$ cat config.mk
export PLATFORM = sky130hd
export DESIGN_NAME = uart_rx_deserializer
export DESIGN_NICKNAME = d
export VERILOG_FILES = /design/src/rtl/uart_rx_deserializer.sv
export SDC_FILE = /design/constraint.sdc
export NUM_CORES = 1
export LEC_CHECK = 0
export ABC_AREA = 1
export ABC_CLOCK_PERIOD_IN_PS = 2500
export BUFFER_PORTS_ARGS = -buffer_cell sky130_fd_sc_hd__buf_2
export CORE_UTILIZATION = 50
export DETAILED_ROUTE_END_ITERATION = 10
export PLACE_DENSITY = 0.7
export SLEW_MARGIN = 15
export SYNTH_ARGS = -nofsm -noshare
export SYNTH_HDL_FRONTEND = slang
export SYNTH_SLANG_ARGS = --single-unit
$ cat constraint.sdc
create_clock -name clk -period 2.5 [get_ports clk]
set_clock_uncertainty 0.1 [all_clocks]
set_input_delay 0.375 -clock clk [delete_from_list [all_inputs] [get_ports clk]]
set_output_delay 0.375 -clock clk [all_outputs]
set_load 0.01 [all_outputs]
$ cat src/rtl/uart_rx_deserializer.sv
// UART 8N1 receive stage: synchronizes rxd, samples mid-bit, and
// emits one-cycle strobes for good bytes, framing errors and glitches.
module uart_rx_deserializer #(
   parameter int CLK_FREQUENCY = 100_000_000,
   parameter int BAUD          = 12_000_000
) (
   input  logic       clk,
   input  logic       reset,
   input  logic       rxd,
   output logic [7:0] data,
   output logic       data_valid,
   output logic       frame_error,
   output logic       glitch,
   output logic       busy
);

   localparam int CLKS_PER_BIT = CLK_FREQUENCY / BAUD;
   localparam int HALF_BIT     = CLKS_PER_BIT / 2;
   localparam int CW           = $clog2(CLKS_PER_BIT);

   localparam logic [CW-1:0] T_HALF = CW'(HALF_BIT - 1);
   localparam logic [CW-1:0] T_BIT  = CW'(CLKS_PER_BIT - 1);

   if (CLKS_PER_BIT < 4) begin : g_rate_check
      $error("uart_rx_deserializer: CLKS_PER_BIT must be at least 4");
   end

   typedef enum logic [2:0] {
      S_IDLE,
      S_START,
      S_DATA,
      S_STOP,
      S_BREAK
   } state_t;

   state_t          state;
   logic [1:0]      sync_q;
   logic            rxd_s;
   logic [CW-1:0]   cnt;
   logic [2:0]      bit_idx;
   logic [7:0]      shift_reg;

   assign rxd_s = sync_q[1];

   // Two-flop synchronizer; reloads to idle-high so reset never fakes a start.
   always_ff @(posedge clk) begin
      if (reset) begin
         sync_q <= 2'b11;
      end else begin
         sync_q <= {sync_q[0], rxd};
      end
   end

   // Receive FSM: start qualification, mid-bit sampling, stop check, break hold.
   always_ff @(posedge clk) begin
      if (reset) begin
         state       <= S_IDLE;
         cnt         <= '0;
         bit_idx     <= '0;
         shift_reg   <= '0;
         data        <= '0;
         data_valid  <= 1'b0;
         frame_error <= 1'b0;
         glitch      <= 1'b0;
         busy        <= 1'b0;
      end else begin
         data_valid  <= 1'b0;
         frame_error <= 1'b0;
         glitch      <= 1'b0;
         unique case (state)
            S_IDLE: begin
               if (!rxd_s) begin
                  state <= S_START;
                  cnt   <= '0;
                  busy  <= 1'b1;
               end
            end
            S_START: begin
               if (cnt == T_HALF) begin
                  cnt <= '0;
                  if (!rxd_s) begin
                     state   <= S_DATA;
                     bit_idx <= '0;
                  end else begin
                     glitch <= 1'b1;
                     state  <= S_IDLE;
                     busy   <= 1'b0;
                  end
               end else begin
                  cnt <= cnt + 1'b1;
               end
            end
            S_DATA: begin
               if (cnt == T_BIT) begin
                  cnt       <= '0;
                  shift_reg <= {rxd_s, shift_reg[7:1]};
                  bit_idx   <= bit_idx + 3'd1;
                  if (bit_idx == 3'd7) begin
                     state <= S_STOP;
                  end
               end else begin
                  cnt <= cnt + 1'b1;
               end
            end
            S_STOP: begin
               if (cnt == T_BIT) begin
                  cnt <= '0;
                  if (rxd_s) begin
                     data       <= shift_reg;
                     data_valid <= 1'b1;
                     state      <= S_IDLE;
                     busy       <= 1'b0;
                  end else begin
                     frame_error <= 1'b1;
                     state       <= S_BREAK;
                  end
               end else begin
                  cnt <= cnt + 1'b1;
               end
            end
            S_BREAK: begin
               // A held-low line must return high before a new start counts.
               if (rxd_s) begin
                  state <= S_IDLE;
                  cnt   <= '0;
                  busy  <= 1'b0;
               end
            end
            default: begin
               state <= S_IDLE;
               cnt   <= '0;
               busy  <= 1'b0;
            end
         endcase
      end
   end

endmodule

==> results of run 1 <==
-- logic make-up (layout without fill, tap and decap cells) --
group,Yosys count,after routing
AO/OA/AOI/OAI,23,23
adder cells (fa/ha/maj),6,6
buffers and inverters,22,40
flip-flops,31,31
AND/OR/NAND/NOR,103,103
-- per-layer routing --
| metal | up-vias | global-route usage [%] | wire (um) |
|---|---|---|---|
| met5 | - | 0 | 0 |
| met4 | 0 | 11.5 | 53 |
| met3 | 8 | 5.83 | 154 |
| met2 | 36 | 31.7 | 1170 |
| met1 | 555 | 27.3 | 1290 |
| li1 | 628 | - | - |
-- worst reg2reg max path, delay by kind of cell (launching register included) --
| family | cells | cell delay [ns] |
|---|---|---|
| and+or+nand+nor | 5 | 0.51 |
| adders and majority gates | 2 | 0.60 |
| DFF | 1 | 0.36 |
| buffers and inverters | 2 | 0.20 |
-- power by group through the flow --
stage / Clock, uW / Sequential [uW] / Combinational [uW]
2_1_floorplan: 0 / 614 / 450
3_3_place_gp: 0 / 623 / 527
3_5_place_dp: 0 / 623 / 549
4_1_cts: 495 / 612 / 551
5_1_grt: 509 / 619 / 637
6_report: 484 / 613 / 556
-- metrics by stage --
stage | hold slack [ns] | cells
3_3_place_gp | 0.294 | 225
4_1_cts | 0.122 | 233
5_1_grt | 0.124 | 233
2_1_floorplan | 0.289 | 185
3_5_place_dp | 0.305 | 225
6_report | 0.133 | 233
-- synth_stat cells --
master     n
nand3_2    2
nand3_1   21
inv_4      1
nor2_1    36
nor4_1     1
nand2_2    3
clkinv_2   1
dfxtp_1   31
or2_2      2
nor3_1     1
buf_2      1
nand2_1   30
inv_2      4
o31ai_1    2
clkbuf_1   2
o21ai_0    8
nand3b_1   1
nor2_2     3
ha_1       6
nand2_4    1
o21ai_2    1
clkbuf_8   1
or2_0      1
inv_1     12
nor2_4     1
a21oi_1   12
-- cells in the final DEF, fill, tap and decap left out, drive strengths merged --
master  Yosys  final
o31ai       2      2
o21ai       9      9
bufinv      0      2
or2         3      3
a21oi      12     12
nor4        1      1
buf         1     14
nand3      23     23
nor2       40     40
dfxtp      31     31
nand2      34     34
ha          6      6
nand3b      1      1
clkbuf      3      6
inv        17     17
clkinv      1      1
nor3        1      1
-- worst paths after layout --
path                         from                       to  slack (ns)  cells after the start
max           cnt[0]$_SDFFE_PP0P_  bit_idx[1]$_SDFFE_PP0P_        0.63                      9
min                           rxd     sync_q[0]$_SDFF_PP1_        0.13                      2
max reg2reg   cnt[0]$_SDFFE_PP0P_  bit_idx[1]$_SDFFE_PP0P_        0.63                      9
min reg2reg  sync_q[0]$_SDFF_PP1_     sync_q[1]$_SDFF_PP1_        0.31                      1
-- layout make-up --
class	instances	share of cell area, %
inverter	18	4.54
sequential	31	39.5
clock inverter	2	3.82
tap	30	2.39
clock buffer	6	2.63
multi-input combinational	132	42.6
timing repair buffer	14	4.46
==> reports/qor.txt, run 1 <==
status -> finished clean
Synth Area in Compound Gates -> 8.93%
Post-Layout Inst Area -> 1570 um^2
Post-Synth Adder-Cell Area -> 5.41%
delay-heaviest family, CP -> adder cells
Startpoint Class -> register
post-synthesis mux area share -> 0%
Synth top area share -> 44.7%
P per Cell Area -> 1050 nW/um^2
Int Pwr -> 1050 uW
data required time of the worst path -> 2.63 ns
largest family of logic cells by synthesized area -> simple AND/OR/NAND/NOR gates
initial core utilization -> 54.5%
simple-gate share of the synthesized area -> 33.9%
CP bufs+invs -> 2
min Tclk post-route -> 1.87 ns
Filler cells -> 240
count of pins over their slew limit -> 0
Pleak -> 0.000713 uW
peak supply drop -> 0.973 mV
Max clock buf depth -> 2
dpl ws -> 0.646 ns
Post-Synthesis Cell Area -> 1390 um^2
Syn Area/Cell -> 7.50 um^2
initial DRC count -> 36
RSZ-0062 raised after global routing -> false
DRT Pass-1 Iters -> 4
WS Path Type -> register to register
Hold Fails Final Rpt -> 0
Routed WL -> 2660 um
# resized after CTS -> 0
CTS root buf -> clkbuf_4
Core Area -> 2540 um^2
warning count from the yosys run -> 0
initial antenna violation count -> 0
Std-Cell Rows -> 18
# Post-CTS Setup Buffers -> 0
setup ws final -> 0.629 ns
Reg area -> 621 um^2
DR vias/cell -> 5.27
Post-DRT Antenna Nets -> 0
distinct cell type count after synthesis -> 26
post-DP HPWL -> 1930 um
CTS tree -> yes
arrival time worst endpoint -> 2.00 ns
Via Count -> 1227
CTS Buf Count -> 5
Slew HR -> 71.7%
Sw Ratio -> 36.6%
hold crit path type -> input pin to register
WL/cell -> 11.4 um
largest net degree at the start of global routing -> 19
layout cell share with drive strength beyond 1 -> 19.7%
Seq pwr share -> 37.1%
Fin Setup TNS -> 0 ns
cts hold-fix bufs -> 0
Comb pwr share -> 33.6%
FMAX -> 534 MHz
switching pwr -> 605 uW
post-synthesis cell count -> 185
Synth area leaders -> dfxtp_1, nor2_1, nand2_1, nand3_1, ha_1
Design Power -> 1650 uW
clk_lat worst skew -> 0.32 ns
Least-Margin Pin Slew -> 0.424 ns
final core occ -> 61.7%
Clk pwr share -> 29.3%
Die W -> 54.7 um
endpoint class of the critical path -> register
Final period util -> 74.8%
H-tree depth -> 2
Layout area overhead -> 13.2%
Ports -> 15
Post-Synth XOR/XNOR Area -> 0%
number of max-cap violations -> 0
# diodes -> 0
die area -> 2990 um^2
Critical Path Slowest Stage Cell -> ha_1
Nets -> 211
Buffers on Ports -> 14
cell breakdown of the critical path -> ha_1 -> ha_1 -> inv_1 -> nand3_1 -> nand2_1 -> inv_2 -> nand2_2 -> nor2_1 -> nor2_1
GRT Resource Usage Total -> 21.2%
first-pass GRT wire length -> 4350 um
Worst-path clk slew -> 0.10 ns
Yosys reg bits -> 31
vias in the first global route -> 1032
CP Max Fanout -> 10
Area after DPL -> 1470 um^2
GPL Wtd Cong -> 0.896
sequential-to-total area share from yosys stat -> 44.7%
post-synth net total -> 194
CTS sink count -> 31
Synth area leader -> dfxtp_1
Final setup viols -> 0
grt total ovfl -> 0
DRC viols -> 0
area of the multi-input gates -> 669 um^2
Die Y -> 54.7 um
slowest stage delay, CP -> 0.39 ns
Note: power is estimated with default switching activity, not from simulation.
==> run 2: changes to the inputs <==
--- a/config.mk
+++ b/config.mk
@@ -6,11 +6,11 @@
 export NUM_CORES = 1
 export LEC_CHECK = 0
 export ABC_AREA = 1
-export ABC_CLOCK_PERIOD_IN_PS = 2500
+export ABC_CLOCK_PERIOD_IN_PS = 1600
 export BUFFER_PORTS_ARGS = -buffer_cell sky130_fd_sc_hd__buf_2
 export CORE_UTILIZATION = 50
 export DETAILED_ROUTE_END_ITERATION = 10
-export PLACE_DENSITY = 0.7
+export PLACE_DENSITY = 0.72
 export SLEW_MARGIN = 15
 export SYNTH_ARGS = -nofsm -noshare
 export SYNTH_HDL_FRONTEND = slang
==> constraint.sdc (replaced) <==
create_clock -name clk -period 1.6 [get_ports clk]
set_clock_uncertainty 0.1 [all_clocks]
set_input_delay 0.24 -clock clk [delete_from_list [all_inputs] [get_ports clk]]
set_output_delay 0.24 -clock clk [all_outputs]
set_load 0.01 [all_outputs]
==> reports/qor.txt, run 2 (synthesis results as in run 1) <==
status -> finished clean (unchanged)
Max clock buf depth -> 2 (unchanged)
Post-Layout Inst Area -> 1610 um^2 (was 1570 um^2)
# Post-CTS Setup Buffers -> 0 (unchanged)
DRT Pass-1 Iters -> 4 (unchanged)
number of max-cap violations -> 0 (unchanged)
Std-Cell Rows -> 18 (unchanged)
FMAX -> 666 MHz (was 534 MHz)
Comb pwr share -> 35.5% (was 33.6%)
CP Max Fanout -> 3 (was 10)
setup ws final -> 0.0991 ns (was 0.629 ns)
Hold Fails Final Rpt -> 0 (unchanged)
initial antenna violation count -> 0 (unchanged)
vias in the first global route -> 1100 (was 1032)
initial DRC count -> 17 (was 36)
CTS tree -> yes (unchanged)
WL/cell -> 11.9 um (was 11.4 um)
die area -> 2990 um^2 (unchanged)
first-pass GRT wire length -> 4540 um (was 4350 um)
Final period util -> 93.8% (was 74.8%)
Ports -> 15 (unchanged)
Die W -> 54.7 um (unchanged)
Filler cells -> 250 (was 240)
Area after DPL -> 1480 um^2 (was 1470 um^2)
clk_lat worst skew -> 0.33 ns (was 0.32 ns)
RSZ-0062 raised after global routing -> false (unchanged)
peak supply drop -> 1.19 mV (was 0.973 mV)
Sw Ratio -> 38.5% (was 36.6%)
Via Count -> 1218 (was 1227)
Layout area overhead -> 16.1% (was 13.2%)
DRC viols -> 0 (unchanged)
Clk pwr share -> 25.8% (was 29.3%)
count of pins over their slew limit -> 0 (unchanged)
Int Pwr -> 1530 uW (was 1050 uW)
Seq pwr share -> 38.7% (was 37.1%)
GPL Wtd Cong -> 0.862 (was 0.896)
CTS sink count -> 31 (unchanged)
Die Y -> 54.7 um (unchanged)
initial core utilization -> 54.5% (unchanged)
GRT Resource Usage Total -> 22.2% (was 21.2%)
DR vias/cell -> 5.16 (was 5.27)
arrival time worst endpoint -> 1.64 ns (was 2.00 ns)
Core Area -> 2540 um^2 (unchanged)
endpoint class of the critical path -> register (unchanged)
grt total ovfl -> 0 (unchanged)
Fin Setup TNS -> 0 ns (unchanged)
Least-Margin Pin Slew -> 0.426 ns (was 0.424 ns)
largest net degree at the start of global routing -> 18 (was 19)
switching pwr -> 960 uW (was 605 uW)
WS Path Type -> register to register (unchanged)
Slew HR -> 71.6% (was 71.7%)
Routed WL -> 2810 um (was 2660 um)
Worst-path clk slew -> 0.10 ns (about the same)
layout cell share with drive strength beyond 1 -> 23.8% (was 19.7%)
post-DP HPWL -> 2000 um (was 1930 um)
hold slack -> 0.195 ns (was 0.133 ns)
most frequent cells in the layout -> nor2_1, nand2_1, dfxtp_1 (was nor2_1, dfxtp_1, nand2_1)
min Tclk post-route -> 1.50 ns (was 1.87 ns)
CTS Buf Count -> 5 (unchanged)
dpl ws -> 0.00962 ns (was 0.646 ns)
# diodes -> 0 (unchanged)
Pleak -> 0.000719 uW (was 0.000713 uW)
Buffers on Ports -> 14 (unchanged)
CTS root buf -> clkbuf_4 (unchanged)
Final setup viols -> 0 (unchanged)
commonest non-fill, non-tap cell in the layout -> nor2_1 (unchanged)
Nets -> 214 (was 211)
data required time of the worst path -> 1.74 ns (was 2.63 ns)
P per Cell Area -> 1550 nW/um^2 (was 1050 nW/um^2)
Post-DRT Antenna Nets -> 0 (unchanged)
Startpoint Class -> register (unchanged)
hold crit path type -> input pin to register (unchanged)
H-tree depth -> 2 (unchanged)
## run 2: per-stage QoR
step / utilization (%) / total power (uW) / cells
after floorplan: - / 1660 / 185
after global placement: 58.3 / 1800 / 227
after detailed placement: 58.3 / 1830 / 227
after CTS: 62.2 / 2470 / 236
after global routing: 63.3 / 2680 / 236
final: 63.3 / 2490 / 236
## run 2: power groups by stage
stage | clock network, uW | registers [uW] | logic, uW
final | 643 | 965 | 885
after global routing | 684 | 978 | 1020
after CTS | 657 | 957 | 859
after detailed placement | 0 | 974 | 854
after global placement | 0 | 969 | 835
after floorplan | 0 | 960 | 704
## run 2: path summary, 6_finish.rpt
check                                           from  slack (ns)  cells after the start                 endpoint
worst max-delay path             cnt[0]$_SDFFE_PP0P_         0.1                     10  bit_idx[0]$_SDFFE_PP0P_
worst min-delay path                           reset        0.19                      3      cnt[1]$_SDFFE_PP0P_
worst min register to register  sync_q[0]$_SDFF_PP1_        0.33                      1     sync_q[1]$_SDFF_PP1_
worst max register to register   cnt[0]$_SDFFE_PP0P_         0.1                     10  bit_idx[0]$_SDFFE_PP0P_
## run 2: critical path, stage by stage (launching register included)
cell,delay [ns]
dfxtp_2,0.35
ha_4,0.17
ha_4,0.16
inv_1,0.09
nand3_1,0.13
nand2_1,0.11
inv_2,0.05
nand2_2,0.09
inv_2,0.04
nor2_1,0.08
nor2_1,0.04
## run 2: final cells by class
type	instances	area (um^2)	area share, %
clock buffers	6	51.3	3.18
well taps	30	37.5	2.33
clock inverters	2	35.0	2.17
inverters	18	71.3	4.43
repair buffers	17	95.1	5.90
multi-input cells	132	697	43.2
flip-flops and latches	31	624	38.7
## run 2: timing repair
action                     4_1_cts  5_1_grt
setup endpoints to repair        5       11
hold buffers                     1        0
hold endpoints to repair         1        0
pin swaps                        0        1
resized for setup                1        7
## run 2: per-layer routing
layer	wire (um)	vias to the layer above	GRT usage, %
met4	57	0	11.1
li1	-	636	-
met1	1320	547	25.6
met5	0	-	0
met2	1310	28	35.5
met3	119	7	8.33
==> run 3: changes to the inputs <==
--- a/config.mk
+++ b/config.mk
@@ -8,9 +8,11 @@
 export ABC_AREA = 1
 export ABC_CLOCK_PERIOD_IN_PS = 1600
 export BUFFER_PORTS_ARGS = -buffer_cell sky130_fd_sc_hd__buf_2
+export CORE_MARGIN = 2
 export CORE_UTILIZATION = 50
 export DETAILED_ROUTE_END_ITERATION = 10
 export PLACE_DENSITY = 0.72
+export RECOVER_POWER = 25
 export SLEW_MARGIN = 15
 export SYNTH_ARGS = -nofsm -noshare
 export SYNTH_HDL_FRONTEND = slang
==> reports/qor.txt, run 3 (synthesis results as in run 1) <==
status -> finished clean (unchanged)
Ports -> 15 (unchanged)
Die Y -> 56.7 um (was 54.7 um)
Least-Margin Pin Slew -> 0.422 ns (was 0.426 ns)
Via Count -> 1241 (was 1218)
count of pins over their slew limit -> 0 (unchanged)
# diodes -> 0 (unchanged)
Std-Cell Rows -> 19 (was 18)
most frequent cells in the layout -> nor2_1, nand2_1, dfxtp_1 (unchanged)
layout cell share with drive strength beyond 1 -> 21.3% (was 23.8%)
initial DRC count -> 48 (was 17)
GRT Resource Usage Total -> 18.8% (was 22.2%)
hold crit path type -> input pin to register (unchanged)
initial core utilization -> 51.7% (was 54.5%)
post-DP HPWL -> 1970 um (was 2000 um)
grt total ovfl -> 0 (unchanged)
Hold Fails Final Rpt -> 0 (unchanged)
Fin Setup TNS -> 0 ns (unchanged)
final core occ -> 60.2% (was 63.3%)
Core Area -> 2690 um^2 (was 2540 um^2)
DRC viols -> 0 (unchanged)
WS Path Type -> register to register (unchanged)
arrival time worst endpoint -> 1.65 ns (was 1.64 ns)
Area after DPL -> 1490 um^2 (was 1480 um^2)
Routed WL -> 2820 um (was 2810 um)
first-pass GRT wire length -> 4600 um (was 4540 um)
Startpoint Class -> register (unchanged)
Layout area overhead -> 16.6% (was 16.1%)
GPL Wtd Cong -> 0.871 (was 0.862)
CTS sink count -> 31 (unchanged)
hold slack -> 0.186 ns (was 0.195 ns)
CTS tree -> yes (unchanged)
Final setup viols -> 0 (unchanged)
H-tree depth -> 2 (unchanged)
CTS root buf -> clkbuf_4 (unchanged)
CP startpoint -> cnt[0]$_SDFFE_PP0P_ (unchanged)
CP Max Fanout -> 3 (unchanged)
CTS Buf Count -> 5 (unchanged)
Nets -> 215 (was 214)
die area -> 3210 um^2 (was 2990 um^2)
Max clock buf depth -> 2 (unchanged)
clk_lat worst skew -> 0.35 ns (was 0.33 ns)
data required time of the worst path -> 1.75 ns (was 1.74 ns)
Pleak -> 0.000694 uW (was 0.000719 uW)
peak supply drop -> 1.22 mV (was 1.19 mV)
HP Start -> reset (unchanged)
commonest non-fill, non-tap cell in the layout -> nor2_1 (unchanged)
min Tclk post-route -> 1.50 ns (about the same)
WL/cell -> 11.9 um (about the same)
Slew HR -> 71.8% (was 71.6%)
Buffers on Ports -> 14 (unchanged)
number of max-cap violations -> 0 (unchanged)
FMAX -> 667 MHz (was 666 MHz)
DRT Pass-1 Iters -> 4 (unchanged)
endpoint class of the critical path -> register (unchanged)
vias in the first global route -> 1115 (was 1100)
P per Cell Area -> 1550 nW/um^2 (about the same)
Post-Layout Inst Area -> 1620 um^2 (was 1610 um^2)
r2r startpoint -> cnt[0]$_SDFFE_PP0P_ (unchanged)
DR vias/cell -> 5.21 (was 5.16)
Design Power -> 2500 uW (was 2490 uW)
Worst-path clk slew -> 0.10 ns (about the same)
initial antenna violation count -> 0 (unchanged)
Post-DRT Antenna Nets -> 0 (unchanged)
Die W -> 56.7 um (was 54.7 um)
Final period util -> 93.7% (was 93.8%)
largest net degree at the start of global routing -> 18 (unchanged)
## run 3: cell types whose count changed in the layout (fill, tap and decap cells not counted), sizes merged
cell / delta
buf: -7
clkbuf: +7
clkinv: +1
## run 3: worst paths after layout
kind / slack [ns] / end / depth (start not counted)
setup / recovery: 0.10 / bit_idx[0]$_SDFFE_PP0P_ / 10
setup reg to reg: 0.10 / bit_idx[0]$_SDFFE_PP0P_ / 10
hold reg to reg: 0.32 / sync_q[1]$_SDFF_PP1_ / 1
hold / removal: 0.19 / shift_reg[0]$_SDFFE_PP0P_ / 3
## run 3: power by group
group	switching [uW]	total (uW)	internal [uW]	leakage, uW
clock	288	616	328	0.0000452
sequential	94.9	950	856	0.000252
combinational	612	938	326	0.000396
## run 3: layout make-up
class                           instances  area [um^2]
Clock buffer                            5         37.5
Inverter                               18         75.1
Fill cell                             253         1070
Timing Repair Buffer                   18         92.6
Clock inverter                          3         43.8
Multi-Input combinational cell        132          707
Tap cell                               31         38.8
Sequential cell                        31          623
## run 3: per-stage QoR
| step | setup slack [ns] | std cells |
|---|---|---|
| detailed placement | -0.0111 | 229 |
| finish | 0.101 | 238 |
| floorplan | 0.00144 | 185 |
| global placement | 0.0304 | 229 |
| global route | -0.00418 | 238 |
| CTS | -0.00365 | 238 |
## run 3: critical path: stages, from the launching register on
cell     delay [ns]
dfxtp_2        0.35
ha_4           0.16
ha_2           0.17
inv_1          0.11
nand3_2        0.12
nand2_1        0.10
inv_2          0.05
nand2_2        0.08
inv_2          0.04
nor2_1         0.08
nor2_1         0.05
## run 3: routing by layer
layer | global-route usage, % | share of wire [%] | up-vias | routed length, um
li1 | - | - | 638 | -
met1 | 22.8 | 45 | 560 | 1270
met2 | 28.2 | 46 | 33 | 1290
met3 | 5.07 | 6.5 | 10 | 184
met4 | 13.6 | 2.6 | 0 | 74
met5 | 0 | 0 | - | 0
## run 3: what timing repair did
item | in CTS | in global routing
gates resized for setup | 3 | 13
hold buffers | 1 | 0
pin swaps | 0 | 2
buffers inserted | 0 | 0
endpoints found under the setup margin | 7 | 16
gates cloned | 0 | 0
hold endpoints to repair | 1 | 0
